[config.mk]
export PLATFORM = sky130hd
export DESIGN_NAME = grant_dispatcher_flat
export DESIGN_NICKNAME = d
export VERILOG_FILES = /design/src/rtl/grant_dispatcher_pkg.sv /design/src/rtl/grant_dispatcher_if.sv /design/src/rtl/grant_dispatcher_stats_counter.sv /design/src/rtl/grant_dispatcher.sv /design/src/flat_wrapper.sv
export SDC_FILE = /design/constraint.sdc
export NUM_CORES = 1
export LEC_CHECK = 0
export CORE_ASPECT_RATIO = 0.6
export CORE_MARGIN = 4
export CORE_UTILIZATION = 33
export DETAILED_ROUTE_END_ITERATION = 8
export GPL_TIMING_DRIVEN = 1
export HOLD_SLACK_MARGIN = 0.06
export PLACE_DENSITY = 0.91
export SLEW_MARGIN = 20
export SYNTH_ARGS = -nofsm -noshare
export SYNTH_HDL_FRONTEND = slang
export SYNTH_SLANG_ARGS = --single-unit
[constraint.sdc]
create_clock -name clk -period 2.1 [get_ports clk]
set_input_delay 0.63 -clock clk [delete_from_list [all_inputs] [get_ports clk]]
set_output_delay 0.63 -clock clk [all_outputs]
set_load 0.02 [all_outputs]
[src/rtl/grant_dispatcher_pkg.sv]
// rtl/grant_dispatcher_pkg.sv - shared constants, state enum and helpers for the grant dispatcher
package rr_dispatch_pkg;

    localparam int N_REQ      = 4;
    localparam int IDX_W      = 2;
    localparam int DEF_DATA_W = 8;
    localparam int DEF_CNT_W  = 16;

    typedef enum logic [1:0] {
        IDLE = 2'd0,
        SEND = 2'd1,
        ACK  = 2'd2
    } disp_state_t;

    // One-hot pattern that a well-formed grant for requester idx must match
    function automatic logic [N_REQ-1:0] idx_to_onehot(input logic [IDX_W-1:0] idx);
        idx_to_onehot      = '0;
        idx_to_onehot[idx] = 1'b1;
    endfunction

endpackage

[src/rtl/grant_dispatcher_if.sv]
// rtl/grant_dispatcher_if.sv - arbiter-side and output-channel signals of the grant dispatcher
interface grant_dispatcher_if
    import rr_dispatch_pkg::*;
#(
    parameter int DATA_W = DEF_DATA_W
);

    logic [N_REQ-1:0]        grant_vector;
    logic [IDX_W-1:0]        index;
    logic [N_REQ*DATA_W-1:0] req_data;
    logic                    arb_enable;
    logic                    out_valid;
    logic                    out_ready;
    logic [DATA_W-1:0]       out_data;
    logic [IDX_W-1:0]        out_src;
    logic [N_REQ-1:0]        ack;

    // The dispatcher itself
    modport master (
        input  grant_vector, index, req_data, out_ready,
        output arb_enable, out_valid, out_data, out_src, ack
    );

    // Arbiter, requesters and downstream consumer
    modport slave (
        output grant_vector, index, req_data, out_ready,
        input  arb_enable, out_valid, out_data, out_src, ack
    );

endinterface

[src/rtl/grant_dispatcher_stats_counter.sv]
// rtl/grant_dispatcher_stats_counter.sv - saturating clearable per-requester counters (present only with GRANT_STATS_EN)
`ifdef GRANT_STATS_EN
module grant_stats_counter
    import rr_dispatch_pkg::*;
#(
    parameter int N     = N_REQ,
    parameter int CNT_W = DEF_CNT_W
) (
    input  logic             clk,
    input  logic             reset,
    input  logic             clr,
    input  logic [N-1:0]     inc,
    output logic [N*CNT_W-1:0] count
);

    logic [CNT_W-1:0] cnt_q [N];

    // Counter bank: clear beats increment, each counter sticks at all-ones
    always_ff @(posedge clk or negedge reset) begin
        if (!reset) begin
            for (int i = 0; i < N; i++) cnt_q[i] <= '0;
        end else if (clr) begin
            for (int i = 0; i < N; i++) cnt_q[i] <= '0;
        end else begin
            for (int i = 0; i < N; i++) begin
                if (inc[i] && (cnt_q[i] != {CNT_W{1'b1}})) cnt_q[i] <= cnt_q[i] + 1'b1;
            end
        end
    end

    for (genvar g = 0; g < N; g++) begin : g_pack
        assign count[g*CNT_W +: CNT_W] = cnt_q[g];
    end

endmodule
`endif

[src/rtl/grant_dispatcher.sv]
// rtl/grant_dispatcher.sv - captures one arbiter grant at a time, forwards its payload, acks the winner; GRANT_STATS_EN adds transfer counters
module grant_dispatcher
    import rr_dispatch_pkg::*;
#(
    parameter int DATA_W = DEF_DATA_W,
    parameter int CNT_W  = DEF_CNT_W
) (
    input  logic                    clk,
    input  logic                    reset,
    grant_dispatcher_if.master      bus,
    output logic                    err,
    input  logic                    stats_clr,
    output logic [N_REQ*CNT_W-1:0]  grant_count
);

    disp_state_t       state, state_nxt;
    logic              capture;
    logic              proto_err;
    logic              arb_en_w;
    logic              out_valid_w;
    logic [N_REQ-1:0]  ack_w;
    logic              grant_any;
    logic              grant_ok;
    logic [DATA_W-1:0] sel_data;
    logic [DATA_W-1:0] out_data_q;
    logic [IDX_W-1:0]  out_src_q;

    assign grant_any = |bus.grant_vector;
    assign grant_ok  = (bus.grant_vector == idx_to_onehot(bus.index));

    // Payload of the requester named by index
    always_comb begin
        sel_data = bus.req_data[bus.index*DATA_W +: DATA_W];
    end

    // State register
    always_ff @(posedge clk or negedge reset) begin
        if (!reset) state <= IDLE;
        else        state <= state_nxt;
    end

    // Next state and all handshake outputs; outputs decode from state so reset clears them at once
    always_comb begin
        state_nxt   = state;
        capture     = 1'b0;
        proto_err   = 1'b0;
        arb_en_w    = 1'b0;
        out_valid_w = 1'b0;
        ack_w       = '0;
        case (state)
            IDLE: begin
                arb_en_w = 1'b1;
                if (grant_any) begin
                    if (grant_ok) begin
                        capture   = 1'b1;
                        state_nxt = SEND;
                    end else begin
                        proto_err = 1'b1;
                    end
                end
            end
            SEND: begin
                out_valid_w = 1'b1;
                if (bus.out_ready) state_nxt = ACK;
            end
            ACK: begin
                ack_w     = idx_to_onehot(out_src_q);
                state_nxt = IDLE;
            end
            default: state_nxt = IDLE;
        endcase
    end

    // Payload and owner held from capture until the next capture
    always_ff @(posedge clk or negedge reset) begin
        if (!reset) begin
            out_data_q <= '0;
            out_src_q  <= '0;
        end else if (capture) begin
            out_data_q <= sel_data;
            out_src_q  <= bus.index;
        end
    end

    // Sticky flag for malformed grants seen while idle
    always_ff @(posedge clk or negedge reset) begin
        if (!reset)         err <= 1'b0;
        else if (proto_err) err <= 1'b1;
    end

    assign bus.arb_enable = arb_en_w;
    assign bus.out_valid  = out_valid_w;
    assign bus.out_data   = out_data_q;
    assign bus.out_src    = out_src_q;
    assign bus.ack        = ack_w;

`ifdef GRANT_STATS_EN
    grant_stats_counter #(
        .N     (N_REQ),
        .CNT_W (CNT_W)
    ) u_stats (
        .clk   (clk),
        .reset (reset),
        .clr   (stats_clr),
        .inc   (ack_w),
        .count (grant_count)
    );
`else
    logic unused_stats_clr;
    assign unused_stats_clr = stats_clr;
    assign grant_count      = '0;
`endif

endmodule

[src/flat_wrapper.sv]
// flat-port wrapper written by rule: the top's interface ports become plain ports
module grant_dispatcher_flat import rr_dispatch_pkg::*;
#(
    parameter int DATA_W = DEF_DATA_W,
    parameter int CNT_W  = DEF_CNT_W
)
  (clk, reset, err, stats_clr, grant_count, bus_grant_vector, bus_index, bus_req_data, bus_out_ready, bus_arb_enable, bus_out_valid, bus_out_data, bus_out_src, bus_ack);
  grant_dispatcher_if #(.DATA_W(DATA_W)) bus_i ();
  input  logic clk;
  input  logic reset;
  output logic err;
  input  logic stats_clr;
  output logic [N_REQ*CNT_W-1:0] grant_count;
  input wire logic [$bits(bus_i.grant_vector)-1:0] bus_grant_vector;
  input wire logic [$bits(bus_i.index)-1:0] bus_index;
  input wire logic [$bits(bus_i.req_data)-1:0] bus_req_data;
  input wire logic [$bits(bus_i.out_ready)-1:0] bus_out_ready;
  output wire logic [$bits(bus_i.arb_enable)-1:0] bus_arb_enable;
  output wire logic [$bits(bus_i.out_valid)-1:0] bus_out_valid;
  output wire logic [$bits(bus_i.out_data)-1:0] bus_out_data;
  output wire logic [$bits(bus_i.out_src)-1:0] bus_out_src;
  output wire logic [$bits(bus_i.ack)-1:0] bus_ack;
  assign bus_i.grant_vector = bus_grant_vector;
  assign bus_i.index = bus_index;
  assign bus_i.req_data = bus_req_data;
  assign bus_i.out_ready = bus_out_ready;
  assign bus_arb_enable = bus_i.arb_enable;
  assign bus_out_valid = bus_i.out_valid;
  assign bus_out_data = bus_i.out_data;
  assign bus_out_src = bus_i.out_src;
  assign bus_ack = bus_i.ack;
  grant_dispatcher #(.DATA_W(DATA_W), .CNT_W(CNT_W)) u_core (.clk(clk), .reset(reset), .bus(bus_i), .err(err), .stats_clr(stats_clr), .grant_count(grant_count));
endmodule
## Word-level counts from Yosys, hierarchy flattened

Index checks and enable logic that the tools add are counted.

- Logic and storage cells: 37
- Output and inout bits: 81
- Register bits after elaboration: 13
- Memories: 0
- Memory bits (writable): 0
- Bits of input ports: 42
- Memory bits (read-only): 0
- Latch bits: 0

- Reductions and logical operators: 5
- Add/subtract/negate cells: 0
- Multiplexer cells: 17
- Magnitude comparators: 4
- Bitwise operators: 0
- Eq/ne operators: 6
- Divide/modulo/power cells: 0
- Shifts and indexed selects: 1
- $mul: 0

Operators with widths:

| operator | number |
|---|---|
| indexed part select 32 x 6 -> 8 bit | 1 |
| two-way mux 1 bit | 10 |
| < comparator 2 x 3 -> 1 bit (second input constant) | 2 |
| two-way mux 2 bit | 3 |
| demux 1 bit (select 2 bit) | 2 |
| equality test 4 bit | 1 |
| >= comparator 2 x 1 -> 1 bit (second input constant) | 2 |
| two-way mux 4 bit | 1 |
| != test 2 x 1 -> 1 bit (second input constant) | 2 |
| case mux 2 bit (2 select lines) | 1 |
| OR reduction 4 bit | 1 |
| AND reduction 3 bit | 1 |
| equality test 2 x 1 -> 1 bit (second input constant) | 1 |
| equality test 2 bit (second input constant) | 1 |
| logical AND 1 bit | 2 |
| logical NOT 2 bit | 1 |
| != test 2 bit (second input constant) | 1 |

## Logic depth before layout (Yosys ltp)

Gate-level depths: netlist of run 1.

- Word-level depth: 8
- Gate-level depth with buffers: 6
- Depth with buffers taken out: 4

## Least setup slack after synthesis of run 1

OpenSTA, ideal clock, no wires.

- Path type: register to output
- Start: register u_core.out_src_q[0] (netlist: u_core.bus.out_src[0])
- End: output port bus_ack[0]
- Stages on the path, launching flop included: 2
- Path slack: 0.201 ns
- Path buffers: 0
- Arrival: 1.269 ns
- Cell sequence: dfrtp_1 > nor4b_1

- Longest elaborated chain between the ends: 5
- Elaborated cells on any way between the ends: 6

Ends and longest elaborated chain:

| item | line | text |
|---|---|---|
| start, declared | grant_dispatcher.sv:26 | `logic [IDX_W-1:0] out_src_q;` |
| start signal, assigned | grant_dispatcher.sv:81 | `out_src_q <= bus.index;` |
| < comparator 2 x 3 -> 1 bit (not written as such) or >= comparator 2 x 1 -> 1 bit (tied branches) | grant_dispatcher_pkg.sv:18 | `idx_to_onehot[idx] = 1'b1;` |
| logical AND 1 bit (not written as such) | grant_dispatcher_pkg.sv:18 |  |
| two-way mux 1 bit (not written as such) | grant_dispatcher_pkg.sv:18 |  |
| demux 1 bit (select 2 bit) (*) | n/a |  |
| two-way mux 4 bit (*) | grant_dispatcher.sv:50 | `case (state)` |
| end, declared | flat_wrapper.sv:22 | `output wire logic [$bits(bus_i.ack)-1:0] bus_ack;` |

Every way passes the cells marked *; elsewhere a longest branch is shown, timed or not.

## Final worst setup path of run 1

- Start: register u_core.state[0]
- End: output port bus_arb_enable

- Longest elaborated chain between the ends: 2

Ends and longest elaborated chain:

| item | line | text |
|---|---|---|
| start, declared | grant_dispatcher.sv:16 | `disp_state_t state, state_nxt;` |
| start signal, assigned | grant_dispatcher.sv:39 | `else state <= state_nxt;` |
| logical NOT 2 bit | grant_dispatcher.sv:50 |  |
| two-way mux 1 bit | grant_dispatcher.sv:50 |  |
| end, declared | flat_wrapper.sv:18 | `output wire logic [$bits(bus_i.arb_enable)-1:0] bus_arb_enable;` |

Every way passes these cells.

==> results.py, run 1 <==
metrics = {
    "placed_design": {
        "post-dp-hpwl_mm": 2.372,
        "globalplace.congestion": 0.7223,
        "dp_cells": 224,
        "numPortBuffers": 57,
    },
    "yosys": {
        "syn_area_mm2": 0.001320,
        "synth_warnings": 0,
        "syn_inst": 120,
        "syn_avg_cell_area_um2": 11.00,
        "synth.distinct_cells": 22,
        "synth.yosys.seq_area_share_pct": 24.64,
        "ys_seq_elements": 13,
    },
    "global_route": {
        "grt-ovfl-total": 0,
        "antenna_found_initial": 0,
        "grt_pass1_wl_mm": 3.946,
        "grt_pass1_vias": 820,
        "grt_start_max_net_pins": 12,
        "grt_use_total_pct": 10.13,
    },
    "drt": {
        "vias_per_cell": 3.913,
        "dr_total_vias": 896,
        "wirelength_mm": 2.964,
        "wire_per_inst_um": 12.94,
        "detail_route.first_pass.iterations": 4,
        "drc": 0,
        "postRouteAntennaNets": 0,
        "drt_iter0_markers": 22,
    },
    "power": {
        "switching_share_pct": 36.79,
        "finalPower_w": 0.001183,
        "p_seq_share_pct": 32.0,
        "power_density_mw_per_mm2": 650.1,
        "p_leak_nw": 0.8977,
        "combinationalPowerShare_pct": 49.0,
        "peakVddDrop_v": 0.0002658,
        "p_int_w": 0.0007477,
        "switching_power_w": 0.0004351,
        "clkPwrFrac_pct": 19.0,
    },
    "cts": {
        "htreeDepth": 1,
        "cts_root_buffer": "clkbuf_8",
        "cts_sinks": 13,
        "post_cts_buffers": 0,
        "cts_buffers": 3,
        "clk_pin_slew_ns": 0.06,
        "cts_hold_buffers": 0,
        "cts_tree": "done",
        "clock_path_buffers": 2,
        "insertion_delay_ns": 0.24,
    },
    "setup_path": {
        "path_cells": "nor2_1 > clkdlybuf4s50_1",
        "required_ns": 1.47,
        "reg2regPathDepth": 4,
        "reg2reg_slack_ns": 0.47,
        "critPathMaxFanout": 7,
        "worst_setup_path_end_kind": "primary output",
        "critPathMaxStageDelay_ns": 0.61,
        "crit_type": "register to primary output",
        "cpMaxStageDelayCell": "clkdlybuf4s50_1",
        "critPathArrivalTime_ns": 1.41,
        "crit_path_start_kind": "register",
    },
    "floorplan": {
        "start_util_pct": 35.06,
        "io_pins": 123,
        "die_w_um": 89.65,
        "row_count": 17,
        "coreArea_mm2": 0.003765,
        "die_y_um": 56.99,
        "die-area_mm2": 0.005109,
    },
    "finish": {
        "final_cells": 229,
        "finalNetCount": 225,
        "layout-drive-gt1-share_pct": 13.19,
        "antenna-diode-count": 0,
        "syn2layout_area_growth_pct": 37.82,
    },
    "timing": {
        "timing.fmax_mhz": 489.4,
        "hold_viol": 0,
        "finClkSkew_ns": 0.001443,
        "fin_crit_sh_pct": 97.31,
        "setup_viol": 0,
        "fin_crit_ns": 2.043,
        "drv_slew": 0,
        "rsz0062_at_grt": "no",
    },
    "job": {
        "drv_cap": 0,
    },
    "run_status": {
        "status": "finished clean",
    },
    "worst_hold_path": {
        "hold_path_class": "register to register",
        "min_path_cells": 1,
    },
}
[synthesized netlist by cell type]
cell type	n	area share [%]
a21o_2	1	0.66
dfrtp_1	13	25
nor2b_1	1	0.47
and4bb_2	1	0.95
nor4bb_1	2	1.5
nor3b_1	2	1.1
mux4_1	8	16
and3b_1	1	0.66
nor4b_1	2	1.3
a21boi_2	1	0.85
buf_4	65	37
o21ai_1	2	0.76
nor4_1	1	0.47
nor2_1	2	0.57
and2_1	1	0.47
a31o_2	1	0.66
buf_6	2	1.7
inv_1	1	0.28
conb_1	1	0.28
and4b_1	1	0.76
nor3_1	1	0.38
mux2_2	10	8.5
[area by class of cell]
class                      instances  area [um2]
timing repair buffer              62       643.1
multi-input combinational        102       743.2
clock buffer                       4       45.04
fill                             381        1946
tap                               47       58.81
sequential                        13       325.3
inverter                           1       3.754
[power by group through the flow]
| stage | clock [W] | combinational, W | sequential, W |
|---|---|---|---|
| after floorplan | 0 | 0.000315 | 0.000466 |
| after global placement | 0 | 0.000573 | 0.000377 |
| after detailed placement | 0 | 0.000577 | 0.000383 |
| after CTS | 0.000232 | 0.000575 | 0.000381 |
| after global routing | 0.000241 | 0.000614 | 0.000389 |
| final | 0.000225 | 0.000580 | 0.000378 |
[worst max-delay path, delay by kind of cell (launching register included)]
kind | cells | cell delay [ns]
buffers and inverters | 1 | 0.61
DFF | 1 | 0.44
and+or+nand+nor | 1 | 0.12
[stage by stage]
| step | instance area (um2) | worst slack (ns) | util [%] | hold slack, ns | TNS, ns |
|---|---|---|---|---|---|
| finish | 1819 | 0.05656 | 48.32 | 0.5021 | 0 |
| global route | 1819 | 0.01030 | 48.32 | 0.5183 | 0 |
| CTS | 1764 | 0.01963 | 46.86 | 0.5044 | 0 |
| detailed placement | 1718 | -0.3067 | 45.63 | 0.4913 | -2.989 |
| global placement | 1718 | -0.2572 | 45.63 | 0.4629 | -2.567 |
| floorplan | 1556 | 0.2011 | - | 0.3344 | 0 |
[sequential cells by signal (all words and copies together) (netlist names)]
signal and flops:
u_core.bus.out_src 2, u_core.state 2, u_core.err 1, u_core.bus.out_data 8
[what timing repair did]
item                                    in CTS  in global routing
endpoints found under the setup margin      15                 10
gates cloned                                 0                  1
pin swaps                                    2                  2
resized for setup                            9                  7
endpoints found under the hold margin        0                  0
[routing by layer]
layer	vias up	global-route usage, %	part of all wire (%)
li1	423	-	-
met1	420	11.14	35
met2	51	17.29	53
met3	2	4.618	12
met4	0	3.397	0.71
met5	-	0	0
[path summary, 6_finish.rpt]
check                                        from                      to
max                               u_core.state[0]          bus_arb_enable
min reg2reg                u_core.bus.out_data[2]  u_core.bus.out_data[2]
max in group asynchronous                   reset  u_core.bus.out_data[3]
min                        u_core.bus.out_data[2]  u_core.bus.out_data[2]
min in group asynchronous                   reset  u_core.bus.out_data[0]
max reg2reg                       u_core.state[0]  u_core.bus.out_data[3]
[cells by family (layout without fill, tap and decap cells)]
kind of cell / Yosys count / in the layout / synth area share (%)
and+or+nand+nor: 15 / 15 / 8.721
other: 1 / 64 / 0.2841
DFF: 13 / 13 / 24.64
AOI/OAI and AO/OA: 5 / 5 / 2.939
muxes: 18 / 18 / 24.46
buffers and inverters: 68 / 67 / 38.96
[layout by cell type, fill, tap and decap left out]
cell type         n
o21ai_1           1
buf_6             1
clkbuf_16         1
nor3b_1           2
a21o_2            1
nor4_1            1
nor2_1            2
dfrtp_1          13
clkbuf_1          1
dlygate4sd2_1     7
a21boi_4          1
clkdlybuf4s50_1  46
a31o_2            1
nor2b_1           1
o21ai_2           1
nor3_1            1
conb_1           64
buf_4             2
and3b_1           1
and4bb_2          1
nor4bb_1          2
mux2_2           10
mux4_1            8
nor4b_1           1
and4b_1           1
clkbuf_8          3
dlymetal6s2s_1    4
inv_1             1
nor4b_4           1
buf_12            1
and2_1            1
(Power assumes the default switching activity.)
==> run 2: changes to the inputs <==
--- a/config.mk
+++ b/config.mk
@@ -16,3 +16,4 @@
 export SYNTH_ARGS = -nofsm -noshare
 export SYNTH_HDL_FRONTEND = slang
 export SYNTH_SLANG_ARGS = --single-unit
+export TNS_END_PERCENT = 30
==> run 2 against run 1 <==
Core utilization increased by 0.20 points. Setup slack unchanged. Count of clock-buffer cells in the layout is the same. First-iteration DRC count down 4.5%. Clock power about the same. Combinational power is essentially flat. Largest cell class unchanged.
==> results.py, run 2 (synthesis results as in run 1) <==
metrics = {
    "setup_path": {
        "worst_setup_path_end_kind": "primary output",
        "crit_path_start_kind": "register",
        "critPathMaxStageDelay_ns": 0.61,
        "cp_top_family": "buffers and inverters",
        "path_cells": "nor2_1 > clkdlybuf4s50_1",
        "critPathArrivalTime_ns": 1.41,
        "crit_type": "register to primary output",
        "timing.rr.start": "u_core.state[0]",
        "required_ns": 1.47,
        "startpoint": "u_core.state[0]",
        "critPathMaxFanout": 7,
        "path_buf_inv": 1,
        "cpMaxStageDelayCell": "clkdlybuf4s50_1",
    },
    "floorplan": {
        "io_pins": 123,
        "die_y_um": 56.99,
        "coreArea_mm2": 0.003765,
        "start_util_pct": 35.06,
        "die_w_um": 89.65,
        "row_count": 17,
        "die-area_mm2": 0.005109,
    },
    "drt": {
        "detail_route.first_pass.iterations": 4,
        "vias_per_cell": 3.908,
        "drt_iter0_markers": 21,
        "drc": 0,
        "wirelength_mm": 2.958,
        "wire_per_inst_um": 12.92,
        "dr_total_vias": 895,
        "postRouteAntennaNets": 0,
    },
    "finish": {
        "layout-drive-gt1-share_pct": 13.19,
        "seq_area_um2": 325.3,
        "fillers": 377,
        "antenna-diode-count": 0,
        "layout_commonest_cell": "conb_1",
        "final_cell_mix": "conb_1 (64), clkdlybuf4s50_1 (46), dfrtp_1 (13), mux2_2 (10), mux4_1 (8)",
        "largest_reg_flops": 8,
        "syn2layout_area_growth_pct": 38.39,
        "multi_input_area_um2": 743.2,
        "finalNetCount": 225,
        "final_cells": 229,
    },
    "placed_design": {
        "globalplace.congestion": 0.7223,
        "dp_cells": 224,
        "numPortBuffers": 57,
        "post-dp-hpwl_mm": 2.372,
    },
    "timing": {
        "fin_crit_ns": 2.043,
        "setup_viol": 0,
        "hold_viol": 0,
        "timing.fmax_mhz": 489.4,
        "timing.setup.tns_ns": 0,
        "finClkSkew_ns": 0.001443,
        "rsz0062_at_grt": "no",
        "fin_crit_sh_pct": 97.31,
        "drv_slew": 0,
    },
    "power": {
        "finalPower_w": 0.001184,
        "peakVddDrop_v": 0.0002658,
        "p_leak_nw": 0.9133,
        "power_density_mw_per_mm2": 648.0,
    },
    "global_route": {
        "antenna_found_initial": 0,
        "grt_pass1_vias": 821,
        "grt_use_total_pct": 10.10,
        "busiest_layer": "met2",
        "grt-ovfl-total": 0,
        "grt.met3_usage_pct": 4.618,
        "grt_pass1_wl_mm": 3.933,
        "use_met1_pct": 11.05,
        "grt_use_met2_pct": 17.29,
        "grt_start_max_net_pins": 12,
    },
    "cts": {
        "post_cts_buffers": 0,
        "cts_buffers": 3,
        "insertion_delay_ns": 0.24,
        "htreeDepth": 1,
        "clk_pin_slew_ns": 0.06,
        "cts_sinks": 13,
        "cts_tree": "done",
        "clock_path_buffers": 2,
        "cts_root_buffer": "clkbuf_8",
        "cts_hold_buffers": 0,
    },
    "run_status": {
        "status": "finished clean",
    },
    "job": {
        "drv_cap": 0,
    },
    "worst_hold_path": {
        "hold_path_class": "register to register",
        "holdCritStartpoint": "u_core.bus.out_data[2]",
    },
}
==> run 2: cell types whose count changed in the layout (fill, tap and decap cells not counted), sizes merged <==
| cell | delta |
|---|---|
| dlygate4sd2 | -2 |
| dlymetal6s2s | +2 |
==> run 2: final timing paths <==
check	cells past startpoint	end	slack [ns]
setup / recovery	2	bus_arb_enable	0.06
hold / removal	1	u_core.bus.out_data[2]	0.50
setup reg to reg	4	u_core.bus.out_data[3]	0.47
hold reg to reg	1	u_core.bus.out_data[2]	0.50
max in group asynchronous	2	u_core.bus.out_data[3]	1.01
min in group asynchronous	1	u_core.bus.out_data[0]	0.66
==> run 2: metal layers <==
layer  share of wire [%]  routed length [um]  vias to the layer above
met2                  53                1563                       49
li1                    -                   -                      423
met1                  35                1031                      421
met5                   0                   0                        -
met4                0.71                  21                        0
met3                  12                 342                        2
==> run 2: where the power goes <==
group	switching (W)	leakage, nW	total (W)	internal [W]
logic	0.000292	0.734	0.000581	0.000289
registers	0.0000525	0.157	0.000378	0.000325
clock network	0.0000909	0.0228	0.000225	0.000134
total	0.000435	0.913	0.00118	0.000749
==> run 2: through the flow <==
stage | hold slack [ns] | utilization [%] | setup WS [ns] | cell area (um2)
floorplan | 0.3344 | - | 0.2011 | 1556
global placement | 0.4629 | 45.63 | -0.2572 | 1718
detailed placement | 0.4913 | 45.63 | -0.3067 | 1718
CTS | 0.5044 | 46.83 | -0.02333 | 1763
global route | 0.5183 | 48.52 | 0.01030 | 1827
finish | 0.5021 | 48.52 | 0.05656 | 1827
==> run 2: repair_timing <==
item,CTS,global route
pin swaps,1,3
endpoints found under the setup margin,15,10
resized for setup,6,10
cloned,0,1
==> run 2: cell type report <==
type | instances | area share [%]
Sequential cell | 13 | 17.81
Tap cell | 47 | 3.219
Multi-Input combinational cell | 102 | 40.68
Clock buffer | 4 | 2.466
Timing Repair Buffer | 62 | 35.62
Inverter | 1 | 0.2055
